===== config.mk =====
export PLATFORM = sky130hd
export DESIGN_NAME = fetch_unit
export DESIGN_NICKNAME = d
export VERILOG_FILES = /design/src/rtl/fetch_unit.sv
export SDC_FILE = /design/constraint.sdc
export NUM_CORES = 1
export LEC_CHECK = 0
export ABC_AREA = 1
export CAP_MARGIN = 0
export CORE_ASPECT_RATIO = 0.5
export CORE_MARGIN = 4
export CORE_UTILIZATION = 52
export DETAILED_ROUTE_END_ITERATION = 8
export GPL_TIMING_DRIVEN = 0
export PLACE_DENSITY_LB_ADDON = 0.2
export REMOVE_ABC_BUFFERS = 1
export SYNTH_ARGS = -nofsm -noshare
export SYNTH_HDL_FRONTEND = slang
export SYNTH_SLANG_ARGS = --single-unit

===== constraint.sdc =====
create_clock -name CLK -period 6.4 [get_ports CLK]
set_clock_uncertainty 0.05 [all_clocks]
set_input_delay 0.64 -clock CLK [delete_from_list [all_inputs] [get_ports CLK]]
set_output_delay 0.64 -clock CLK [all_outputs]
set_load 0.005 [all_outputs]

===== src/rtl/fetch_unit.sv =====
// Instruction fetch stage: program counter, credit-limited request/grant fetch,
// small in-order instruction buffer with valid/ready output and PC redirect flush.
module fetch_unit #(
  parameter logic [31:0] RESET_PC   = 32'h0000_0000,
  parameter int unsigned FIFO_DEPTH = 2
) (
  input  logic        CLK,
  input  logic        RESET,
  input  logic        PCSRC,
  input  logic [31:0] BRANCH_TARGET,
  output logic        IMEM_REQ,
  output logic [31:0] IMEM_ADDR,
  input  logic        IMEM_GNT,
  input  logic        IMEM_RVALID,
  input  logic [31:0] IMEM_RDATA,
  output logic [31:0] INSTRUCTION,
  output logic [31:0] INSTR_PC,
  output logic        INSTR_VALID,
  input  logic        INSTR_READY
);

  localparam int unsigned PW        = $clog2(FIFO_DEPTH);
  localparam int unsigned CW        = $clog2(FIFO_DEPTH + 1);
  localparam logic [31:0] NOP_INSTR = 32'h0000_0013;
  localparam logic [CW:0] DEPTH_C   = (CW + 1)'(FIFO_DEPTH);

  logic [31:0]   pc_q, pc_d;
  logic [CW-1:0] outstanding_q, outstanding_d;
  logic [CW-1:0] discard_q, discard_d;
  logic [CW-1:0] count_q, count_d;
  logic [PW-1:0] rd_ptr_q, rd_ptr_d;
  logic [PW-1:0] wr_ptr_q, wr_ptr_d;
  logic [31:0]   fifo_pc_q [FIFO_DEPTH];
  logic [31:0]   fifo_pc_d [FIFO_DEPTH];
  logic [31:0]   fifo_instr_q [FIFO_DEPTH];
  logic [31:0]   fifo_instr_d [FIFO_DEPTH];

  logic [CW:0]   in_flight;
  logic          credit_ok;
  logic          grant;
  logic          pop;
  logic          push;
  logic [31:0]   rsp_addr;

  // Every granted-but-unanswered fetch reserves a buffer slot, so the FIFO never overflows.
  assign in_flight   = {1'b0, outstanding_q} + {1'b0, count_q};
  assign credit_ok   = (in_flight < DEPTH_C);
  assign IMEM_REQ    = ~RESET & ~PCSRC & credit_ok;
  assign IMEM_ADDR   = pc_q;
  assign grant       = IMEM_REQ & IMEM_GNT;
  assign INSTR_VALID = (count_q != {CW{1'b0}});
  assign pop         = INSTR_VALID & INSTR_READY;
  assign INSTRUCTION = INSTR_VALID ? fifo_instr_q[rd_ptr_q] : NOP_INSTR;
  assign INSTR_PC    = INSTR_VALID ? fifo_pc_q[rd_ptr_q] : 32'h0000_0000;

  // With nothing left to discard, all outstanding fetches are sequential and end at pc_q-4.
  assign rsp_addr = pc_q - {{(30 - CW){1'b0}}, outstanding_q, 2'b00};

  // Next-state: PC advance, bus accounting, buffer push/pop and redirect flush.
  always_comb begin
    pc_d          = pc_q;
    outstanding_d = outstanding_q + CW'(grant) - CW'(IMEM_RVALID);
    discard_d     = discard_q;
    count_d       = count_q;
    rd_ptr_d      = rd_ptr_q;
    wr_ptr_d      = wr_ptr_q;
    fifo_pc_d     = fifo_pc_q;
    fifo_instr_d  = fifo_instr_q;
    push          = 1'b0;

    if (PCSRC) begin
      pc_d      = BRANCH_TARGET & 32'hFFFF_FFFC;
      discard_d = outstanding_d;
      count_d   = {CW{1'b0}};
      rd_ptr_d  = {PW{1'b0}};
      wr_ptr_d  = {PW{1'b0}};
    end else begin
      if (grant) begin
        pc_d = pc_q + 32'd4;
      end else begin
        pc_d = pc_q;
      end

      if (IMEM_RVALID && (discard_q != {CW{1'b0}})) begin
        discard_d = discard_q - CW'(1'b1);
        push      = 1'b0;
      end else begin
        discard_d = discard_q;
        push      = IMEM_RVALID;
      end

      if (push) begin
        fifo_pc_d[wr_ptr_q]    = rsp_addr;
        fifo_instr_d[wr_ptr_q] = IMEM_RDATA;
        wr_ptr_d               = wr_ptr_q + PW'(1'b1);
      end else begin
        wr_ptr_d = wr_ptr_q;
      end

      if (pop) begin
        rd_ptr_d = rd_ptr_q + PW'(1'b1);
      end else begin
        rd_ptr_d = rd_ptr_q;
      end

      count_d = count_q + CW'(push) - CW'(pop);
    end
  end

  // Control state with synchronous reset.
  always_ff @(posedge CLK) begin
    if (RESET) begin
      pc_q          <= RESET_PC;
      outstanding_q <= {CW{1'b0}};
      discard_q     <= {CW{1'b0}};
      count_q       <= {CW{1'b0}};
      rd_ptr_q      <= {PW{1'b0}};
      wr_ptr_q      <= {PW{1'b0}};
    end else begin
      pc_q          <= pc_d;
      outstanding_q <= outstanding_d;
      discard_q     <= discard_d;
      count_q       <= count_d;
      rd_ptr_q      <= rd_ptr_d;
      wr_ptr_q      <= wr_ptr_d;
    end
  end

  // Buffer storage; contents are qualified by count_q, so no reset is needed.
  always_ff @(posedge CLK) begin
    fifo_pc_q    <= fifo_pc_d;
    fifo_instr_q <= fifo_instr_d;
  end

endmodule


==> impl_metrics.csv, run 1 <==
group,metric,value,unit
setup_path,crit_type,"reg -> out",
routing,drc,0,
synth,synthXorXnorAreaFrac,3.38,%
layout,stdcell_count,1279,
routing,vias,6674,
cts,cts_buffers,17,
placement,io_buffers,161,
sta,fin_crit_sh,53.3,%
setup_path,cp-end-kind,"output pin",
synth,synth_area_leaders,"edfxtp_1 46%, nand2_1 13%, dfxtp_1 9.5%",
sta,setup_viol,0,
sta,tightestPinTransition,1100,ps
synth,synthAdderAreaFrac,1.74,%
synth,muxShareOfSynthArea,0,%
sta,maxSlewHeadroom,26.6,%
synth,yosys_warnings,0,
setup_path,start_kind,"flop",
routing,viasPerCell,5.22,
cts,cts_hold_buf,0,
synth,synth_top_family_by_area,"simple AND/OR/NAND/NOR gates",
floorplan,core,14800,sq um
status,run_status,"complete, no violations",
setup_path,r2r_end,"IMEM_ADDR[6]$_SDFFE_PP0P_",
synth,yosysTopAreaCellShare,46.3,%
sta,tns,0,ps
placement,dpl.hpwl,14400,um
placement,place_inst,1247,
layout,n_antenna_cell,0,
hold_path,holdCritStartpoint,"discard_q[1]$_SDFFE_PP0P_",
pwr,p_leak,3.96,nW
hold_path,hold-path-endpoint,"discard_q[1]$_SDFFE_PP0P_",
floorplan,die_area,17600,sq um
setup_path,cp_max_fo,64,
synth,synthTopCellsByCount,"285 x nand2_1, 124 x edfxtp_1, 86 x a21oi_1",
layout,syn2layout_area_growth,30.0,%
synth,avgSynthCellArea,8.75,sq um
floorplan,row_count,31,
global_route,grt_use_total,22.7,%
setup_path,cp_slowest_cell,"inv_2",
sta,rsz0062_at_grt,"no",
hold_path,hold_path.class,"reg -> reg",
global_route,grt_pass1_wl,31500,um
synth,yosysMostFrequentCell,"nand2_1",
cts,post_cts_resize_count,0,
layout,drive_above_1_share,7.59,%
pwr,peakVddDrop,0.000154,V
floorplan,fp.dieW,184,um
cts,htreeDepth,4,
setup_path,ff2ff_path_depth,11,
setup_path,arrival,2720,ps
synth,syn-instance-count,918,
synth,synth-async-reset-ratio,0,%
synth,synth_compound_area_share,8.21,%
sta,max_freq,293,MHz
routing,first_iter_violations,612,
cts,cts_sinks,162,
cts,cts_tree,"built",
setup_path,required,5710,ps
sta,hold_slack,457,ps
sta,fin_crit,3410,ps
synth,synth_edf_count,124,
floorplan,initial_core_util,54.4,%
global_route,antenna_found_initial,0,
floorplan,die_h,95.9,um
pwr,pwr_density_cell,256,nW/um^2
routing,drt-total-wl,20100,um
hold_path,min_delay_path_depth,2,
sta,slew_viol_final,0,
global_route,grt-ovfl-total,0,
routing,ant_nets,0,
setup_path,slowest_delay,880,ps
synth,synth_area,8030,sq um
synth,yosysUniqueCellTypes,34,
pwr,p_total,2.68,mW
routing,routedWlPerCell,15.7,um
layout,layout.nets,1148,
cts,post-cts-setup-buffers,0,
synth,ys_ff_latch,162,
cts,clock_path_buffers,2,
sta,hold_violations,0,
synth,synth-simple-area-share,24.1,%
synth,ys_seq_area_share,55.8,%
cts,insertion_delay,420,ps
global_route,grt_pass1_vias,6238,
global_route,grt_max_degree,65,
synth,yosysTopAreaCell,"edfxtp_1",
synth,ys.flop_type,"edfxtp_1",
floorplan,io-pin-count,168,
run,cap_violations,0,
setup_path,path_cells,"inv_2, nand2_1, a21oi_1, clkdlybuf4s50_1",
cts,root_buffer,"clkbuf_16",
setup_path,critPathLaunch,"rd_ptr_q$_SDFFE_PP0P_",
placement,gp_congestion,0.911,
routing,drt_first_pass_iters,5,
cts,clkTransAtPathRegs,70,ps
setup_path,r2r-start,"count_q[0]$_SDFF_PP0_",
setup_path,r2r_setup_slack,3650,ps
-- how the worst max path moves through the flow --
stage / slack, ps / endpoint / depth (start not counted)
floorplan: 820 / fifo_instr_q[0]$_DFFE_PP_ / 1
global placement: -2820 / fifo_instr_q[45]$_DFFE_PP_ / 2
detailed placement: 2410 / IMEM_ADDR[8]$_SDFFE_PP0P_ / 7
CTS: 2780 / IMEM_REQ / 5
global route: 2750 / INSTRUCTION[7] / 4
finish: 2990 / INSTR_PC[14] / 4
-- layout by cell type (no fill, tap or decap), types with 9 or more instances in the layout --
cell type        instances
edfxtp_1               124
xor2_1                  26
nand2_1                285
o21ai_0                 31
dfxtp_1                 37
nor2_4                   9
clkbuf_16               17
nor2_2                   9
nand3_1                 51
nor2_1                  70
inv_1                   81
clkdlybuf4s50_1        159
a21oi_1                 86
-- kinds of logic after synthesis --
group | after synthesis
AOI/OAI and AO/OA | 128
xor gates and xnor gates | 31
other | 1
DFF | 162
and+or+nand+nor | 454
adders and majority gates | 10
buffers and inverters | 132
-- power by group --
part | switching [mW] | total (mW) | internal (mW) | leakage, nW
logic | 0.236 | 0.435 | 0.199 | 2.22
clock network | 0.466 | 0.990 | 0.524 | 0.288
registers | 0.0463 | 1.25 | 1.21 | 1.45
total | 0.748 | 2.68 | 1.93 | 3.96
-- stage by stage --
step	cell area, sq um	setup WS, ps	utilization, %
detailed placement	9880	2410	66.8
floorplan	7820	823	-
finish	10400	2990	70.7
CTS	10500	2780	70.7
global placement	9680	-2820	65.5
global route	10400	2750	70.7
-- flip-flops by register name (all words and copies together), names as in the netlist --
name and count:
rd_ptr_q 1, IMEM_ADDR 30, wr_ptr_q 1, outstanding_q 2, fifo_pc_q 60, discard_q 2, fifo_instr_q 64, count_q 2
-- metal layers --
metal / track usage, % / part of all wire [%] / vias up
li1: - / - / 3308
met1: 32.3 / 46 / 3108
met2: 36.7 / 46 / 239
met3: 3.70 / 7.1 / 19
met4: 5.84 / 0.84 / 0
met5: 0 / 0 / -
-- critical path, delay by kind of cell, from the launching register on --
kind,cells,cell delay [ps]
and+or+nand+nor,1,120
DFF,1,500
buffers and inverters,2,1420
AOI/OAI and AO/OA,1,240
-- layout make-up --
cell class / count / area (sq um)
clock inverters: 15 / 154
repair buffers: 175 / 1780
multi-input cells: 627 / 3040
clock buffers: 17 / 425
well taps: 198 / 248
fillers: 1136 / 4330
flip-flops and latches: 162 / 4490
inverters: 85 / 319
(Power assumes the default switching activity.)
==> run 2: changes to the inputs <==
--- a/config.mk
+++ b/config.mk
@@ -9,7 +9,7 @@
 export CAP_MARGIN = 0
 export CORE_ASPECT_RATIO = 0.5
 export CORE_MARGIN = 4
-export CORE_UTILIZATION = 52
+export CORE_UTILIZATION = 47
 export DETAILED_ROUTE_END_ITERATION = 8
 export GPL_TIMING_DRIVEN = 0
 export PLACE_DENSITY_LB_ADDON = 0.2
==> constraint.sdc (replaced) <==
create_clock -name CLK -period 2.8 [get_ports CLK]
set_clock_uncertainty 0.05 [all_clocks]
set_input_delay 0.28 -clock CLK [delete_from_list [all_inputs] [get_ports CLK]]
set_output_delay 0.28 -clock CLK [all_outputs]
set_load 0.005 [all_outputs]
==> run 2 against run 1 <==
  * Core utilization is 7.1 points lower
  * Largest cell class unchanged
  * First-iteration DRC count is 6.2% lower
  * Sequential power grew 130%
  * Global-route usage down 1.4 points
  * Via count fell by 0.13%
  * Hold slack lost 67 ps
  * Register-to-register slack worse by 3500 ps
==> impl_metrics.csv, run 2 (synthesis gave the netlist of run 1 again) <==
group,metric,value,unit
status,run_status,"complete, no violations",
setup_path,cp-end-kind,"flop",
hold_path,holdCritStartpoint,"IMEM_RDATA[13]",
placement,dpl.hpwl,14400,um
cts,cts_tree,"built",
routing,routedWlPerCell,15.8,um
hold_path,hold_path.class,"in -> reg",
layout,largest-register,"fifo_instr_q",
layout,syn2layout_area_growth,31.1,%
floorplan,die_area,19400,sq um
sta,fin_crit,2660,ps
sta,setup_viol,0,
run,cap_violations,0,
setup_path,cp_max_fo,30,
sta,rsz0062_at_grt,"no",
setup_path,r2r-start,"count_q[0]$_SDFF_PP0_",
sta,fin_crit_sh,94.8,%
sta,max_freq,377,MHz
setup_path,crit_type,"reg -> reg",
sta,hold_violations,0,
layout,layout.nets,1146,
cts,clkTransAtPathRegs,70,ps
floorplan,io-pin-count,168,
cts,root_buffer,"clkbuf_16",
pwr,peakVddDrop,0.000423,V
layout,final_common_cell,"nand2_1",
global_route,grt-ovfl-total,0,
floorplan,die_h,100,um
sta,hold_slack,390,ps
cts,cts_buffers,17,
setup_path,cp_slowest_cell,"inv_1",
routing,drc,0,
layout,largest_register_ffs,64,
layout,drive_above_1_share,7.42,%
floorplan,row_count,33,
layout,multi_input_area,3040,sq um
sta,tightestPinTransition,1470,ps
floorplan,core,16600,sq um
floorplan,fp.dieW,193,um
setup_path,arrival,2920,ps
sta,maxSlewHeadroom,2.12,%
cts,htreeDepth,4,
setup_path,required,3060,ps
setup_path,path_delay_family,"buffers and inverters",
cts,cts_sinks,162,
global_route,grt_pass1_vias,6397,
global_route,antenna_found_initial,0,
placement,io_buffers,161,
setup_path,path_buf_inv,3,
cts,cts_hold_buf,0,
pwr,p_leak,3.97,nW
cts,clock_path_buffers,2,
setup_path,path_common_cell,"inv_1",
floorplan,initial_core_util,48.5,%
setup_path,start_kind,"flop",
sta,slew_viol_final,0,
setup_path,path_cells,"nand2_1, inv_1, fa_1, inv_1, nand4_2, inv_1, nand3_1, a31oi_1",
routing,vias,6665,
global_route,grt_max_degree,65,
routing,ant_nets,0,
cts,post-cts-setup-buffers,0,
cts,insertion_delay,420,ps
setup_path,slowest_delay,810,ps
setup_path,critPathLaunch,"count_q[0]$_SDFF_PP0_",
global_route,grt_use_total,21.3,%
pwr,p_total,6.30,mW
routing,viasPerCell,5.11,
routing,drt-total-wl,20600,um
layout,n_antenna_cell,0,
placement,gp_congestion,0.868,
setup_path,r2r_setup_slack,140,ps
layout,mostFrequentLayoutCells,"284 x nand2_1, 159 x clkdlybuf4s50_1, 124 x edfxtp_1",
layout,nFillCells,1348,
layout,register_area,4490,sq um
pwr,pwr_density_cell,598,nW/um^2
routing,drt_first_pass_iters,5,
routing,first_iter_violations,574,
global_route,grt_pass1_wl,32600,um
[run 2: path summary, 6_finish.rpt]
check	to	cells after the start
setup / recovery	IMEM_ADDR[11]$_SDFFE_PP0P_	8
hold / removal	fifo_instr_q[45]$_DFFE_PP_	1
setup reg to reg	IMEM_ADDR[11]$_SDFFE_PP0P_	8
hold reg to reg	discard_q[1]$_SDFFE_PP0P_	2
[run 2: per-layer routing]
metal / vias up / share of wire, % / global-route usage, % / wire, um
met5: - / 0 / 0 / 0
met4: 0 / 0.83 / 4.95 / 171
met3: 16 / 7.0 / 3.70 / 1440
met2: 224 / 46 / 34.2 / 9480
met1: 3120 / 46 / 30.5 / 9480
li1: 3305 / - / - / -
[run 2: area by class of cell]
type / instances / area share (%)
clock buffer: 17 / 4.04
clock inverter: 14 / 1.84
inverter: 85 / 3.15
multi-input combinational: 627 / 28.9
sequential: 162 / 42.6
tap: 227 / 2.70
timing repair buffer: 173 / 16.8
[run 2: power by group]
part / internal (mW) / switching, mW / total [mW]
logic: 0.456 / 0.545 / 1.00
clock network: 1.43 / 1.00 / 2.44
registers: 2.75 / 0.105 / 2.86
[run 2: what timing repair did]
| action | CTS | global route |
|---|---|---|
| gates resized for setup | 8 | 2 |
| endpoints found under the hold margin | 0 | 0 |
| setup endpoints to repair | 152 | 11 |
[run 2: through the flow]
stage / TNS (ps) / cell area (sq um) / cells / setup WS, ps / util, %
3_5_place_dp: -83790 / 9900 / 1274 / -892 / 59.8
5_1_grt: 0 / 10500 / 1305 / 17.4 / 63.6
6_report: 0 / 10500 / 1305 / 144 / 63.6
2_1_floorplan: -328390 / 7820 / 874 / -2620 / -
3_3_place_gp: -913210 / 9720 / 1262 / -6230 / 58.7
4_1_cts: 0 / 10500 / 1305 / 42.6 / 63.6
==> run 3: changes to the inputs <==
--- a/config.mk
+++ b/config.mk
@@ -6,7 +6,7 @@
 export NUM_CORES = 1
 export LEC_CHECK = 0
 export ABC_AREA = 1
-export CAP_MARGIN = 0
+export CAP_MARGIN = 20
 export CORE_ASPECT_RATIO = 0.5
 export CORE_MARGIN = 4
 export CORE_UTILIZATION = 47
==> run 3 against run 2 <==
  * Critical path type is now reg -> out
  * Combinational power hardly changed
  * Sequential power about the same
  * Sequential share of layout area fell by 0.42 points
  * Core utilization increased by 0.63 points
  * Via count grew 0.63%
  * Largest cell class unchanged
  * Critical path depth is 2 lower
  * Global-route usage hardly changed
  * Clock power about the same
  * Routed wire length grew 0.90%
  * Critical endpoint is now INSTR_PC[12]
  * Fmax rose by 0.26%
  * Largest power group unchanged
  * Flip-flop and latch count unchanged
==> impl_metrics.csv, run 3 (synthesis gave the netlist of run 1 again) <==
group,metric,value,unit
status,run_status,"complete, no violations",
cts,cts_buffers,17,
global_route,antenna_found_initial,0,
setup_path,cp_max_fo,33,
setup_path,r2r_end,"count_q[1]$_SDFF_PP0_",
floorplan,initial_core_util,48.5,%
sta,fin_ws,151,ps
sta,tightestPinTransition,919,ps
setup_path,arrival,2320,ps
routing,ant_nets,0,
global_route,grt_use_total,21.2,%
sta,fin_crit,2650,ps
floorplan,fp.dieW,193,um
cts,clkTransAtPathRegs,70,ps
layout,mostFrequentLayoutCells,"284 x nand2_1, 161 x clkdlybuf4s50_1, 124 x edfxtp_1",
placement,place_inst,1277,
setup_path,required,2470,ps
pwr,peakVddDrop,0.000436,V
routing,drt_first_pass_iters,7,
routing,viasPerCell,5.12,
setup_path,ff2ff_path_depth,10,
floorplan,die_h,100,um
floorplan,row_count,33,
sta,tns,0,ps
cts,cts_sinks,162,
sta,rsz0062_at_grt,"no",
routing,first_iter_violations,595,
routing,vias,6707,
cts,htreeDepth,4,
layout,final_common_cell,"nand2_1",
cts,root_buffer,"clkbuf_16",
placement,dpl.hpwl,14700,um
placement,gp_congestion,0.868,
global_route,grt_pass1_vias,6336,
placement,io_buffers,161,
pwr,p_total,6.31,mW
sta,hold_slack,396,ps
setup_path,critPathLaunch,"rd_ptr_q$_SDFFE_PP0P_",
routing,drt-total-wl,20800,um
cts,post-cts-setup-buffers,0,
layout,n_antenna_cell,0,
sta,max_freq,378,MHz
sta,maxSlewHeadroom,38.4,%
setup_path,r2r_setup_slack,300,ps
layout,syn2layout_area_growth,32.4,%
cts,cts_hold_buf,0,
floorplan,die_area,19400,sq um
layout,largest_register_ffs,64,
setup_path,endpoint,"INSTR_PC[12]",
layout,register_area,4490,sq um
layout,nFillCells,1351,
setup_path,start_kind,"flop",
cts,insertion_delay,420,ps
placement,postPlaceCellArea,9970,sq um
setup_path,cp-end-kind,"output pin",
cts,clock_path_buffers,2,
layout,layout.nets,1150,
run,cap_violations,0,
layout,postLayoutCoreUtil,64.2,%
global_route,grt-ovfl-total,0,
layout,stdcell_count,1309,
pwr,p_leak,4.01,nW
routing,routedWlPerCell,15.9,um
placement,post-place-ws,-488,ps
setup_path,crit_type,"reg -> out",
sta,hold_violations,0,
setup_path,r2r-start,"count_q[0]$_SDFF_PP0_",
layout,drive_above_1_share,7.76,%
layout,largest-register,"fifo_instr_q",
global_route,grt_pass1_wl,32600,um
sta,fin_crit_sh,94.6,%
routing,drc,0,
layout,fin_area,10600,sq um
floorplan,io-pin-count,168,
sta,setup_viol,0,
cts,cts_tree,"built",
hold_path,hold_path.class,"in -> reg",
pwr,pwr_density_cell,593,nW/um^2
layout,multi_input_area,3040,sq um
floorplan,core,16600,sq um
global_route,grt_max_degree,48,
sta,slew_viol_final,0,
run 3: critical path, cell delays in order, from the launching register on:
cell             delay, ps
dfxtp_4                470
buf_12                 230
inv_6                  180
buf_16                 200
nand2_1                 70
a21oi_1                200
clkdlybuf4s50_1        540
run 3: layer usage:
layer  up-vias  part of all wire (%)  GRT usage [%]
li1       3313                     -              -
met1      3166                    47           30.9
met2       214                    46           33.9
met3        14                   7.1           3.70
met4         0                  0.64           4.35
met5         -                     0              0
run 3: area by class of cell:
cell class | instances | share of cell area, %
inverter | 85 | 3.08
multi-input combinational | 627 | 28.6
tap | 227 | 2.67
timing repair buffer | 177 | 17.7
clock buffer | 17 | 4.00
sequential | 162 | 42.2
clock inverter | 14 | 1.82
run 3: repair_timing:
action	in CTS	in global routing
cloned	0	1
setup endpoints to repair	51	9
resized for setup	5	1
run 3: worst min path at each step:
stage          cells past startpoint                 startpoint                    endpoint
6_report                           1              IMEM_RDATA[2]  fifo_instr_q[34]$_DFFE_PP_
5_1_grt                            1             IMEM_RDATA[13]  fifo_instr_q[13]$_DFFE_PP_
4_1_cts                            3          BRANCH_TARGET[20]  IMEM_ADDR[20]$_SDFFE_PP0P_
3_5_place_dp                       2  discard_q[1]$_SDFFE_PP0P_   discard_q[1]$_SDFFE_PP0P_
3_3_place_gp                       2  discard_q[1]$_SDFFE_PP0P_   discard_q[1]$_SDFFE_PP0P_
2_1_floorplan                      1                      RESET  IMEM_ADDR[12]$_SDFFE_PP0P_
run 3: where the power goes:
| part | total (mW) | switching [mW] | internal [mW] | leakage, nW |
|---|---|---|---|---|
| sequential | 2.86 | 0.106 | 2.75 | 1.45 |
| clock | 2.43 | 0.999 | 1.43 | 0.298 |
| combinational | 1.02 | 0.547 | 0.468 | 2.25 |
| total | 6.31 | 1.65 | 4.66 | 4.01 |
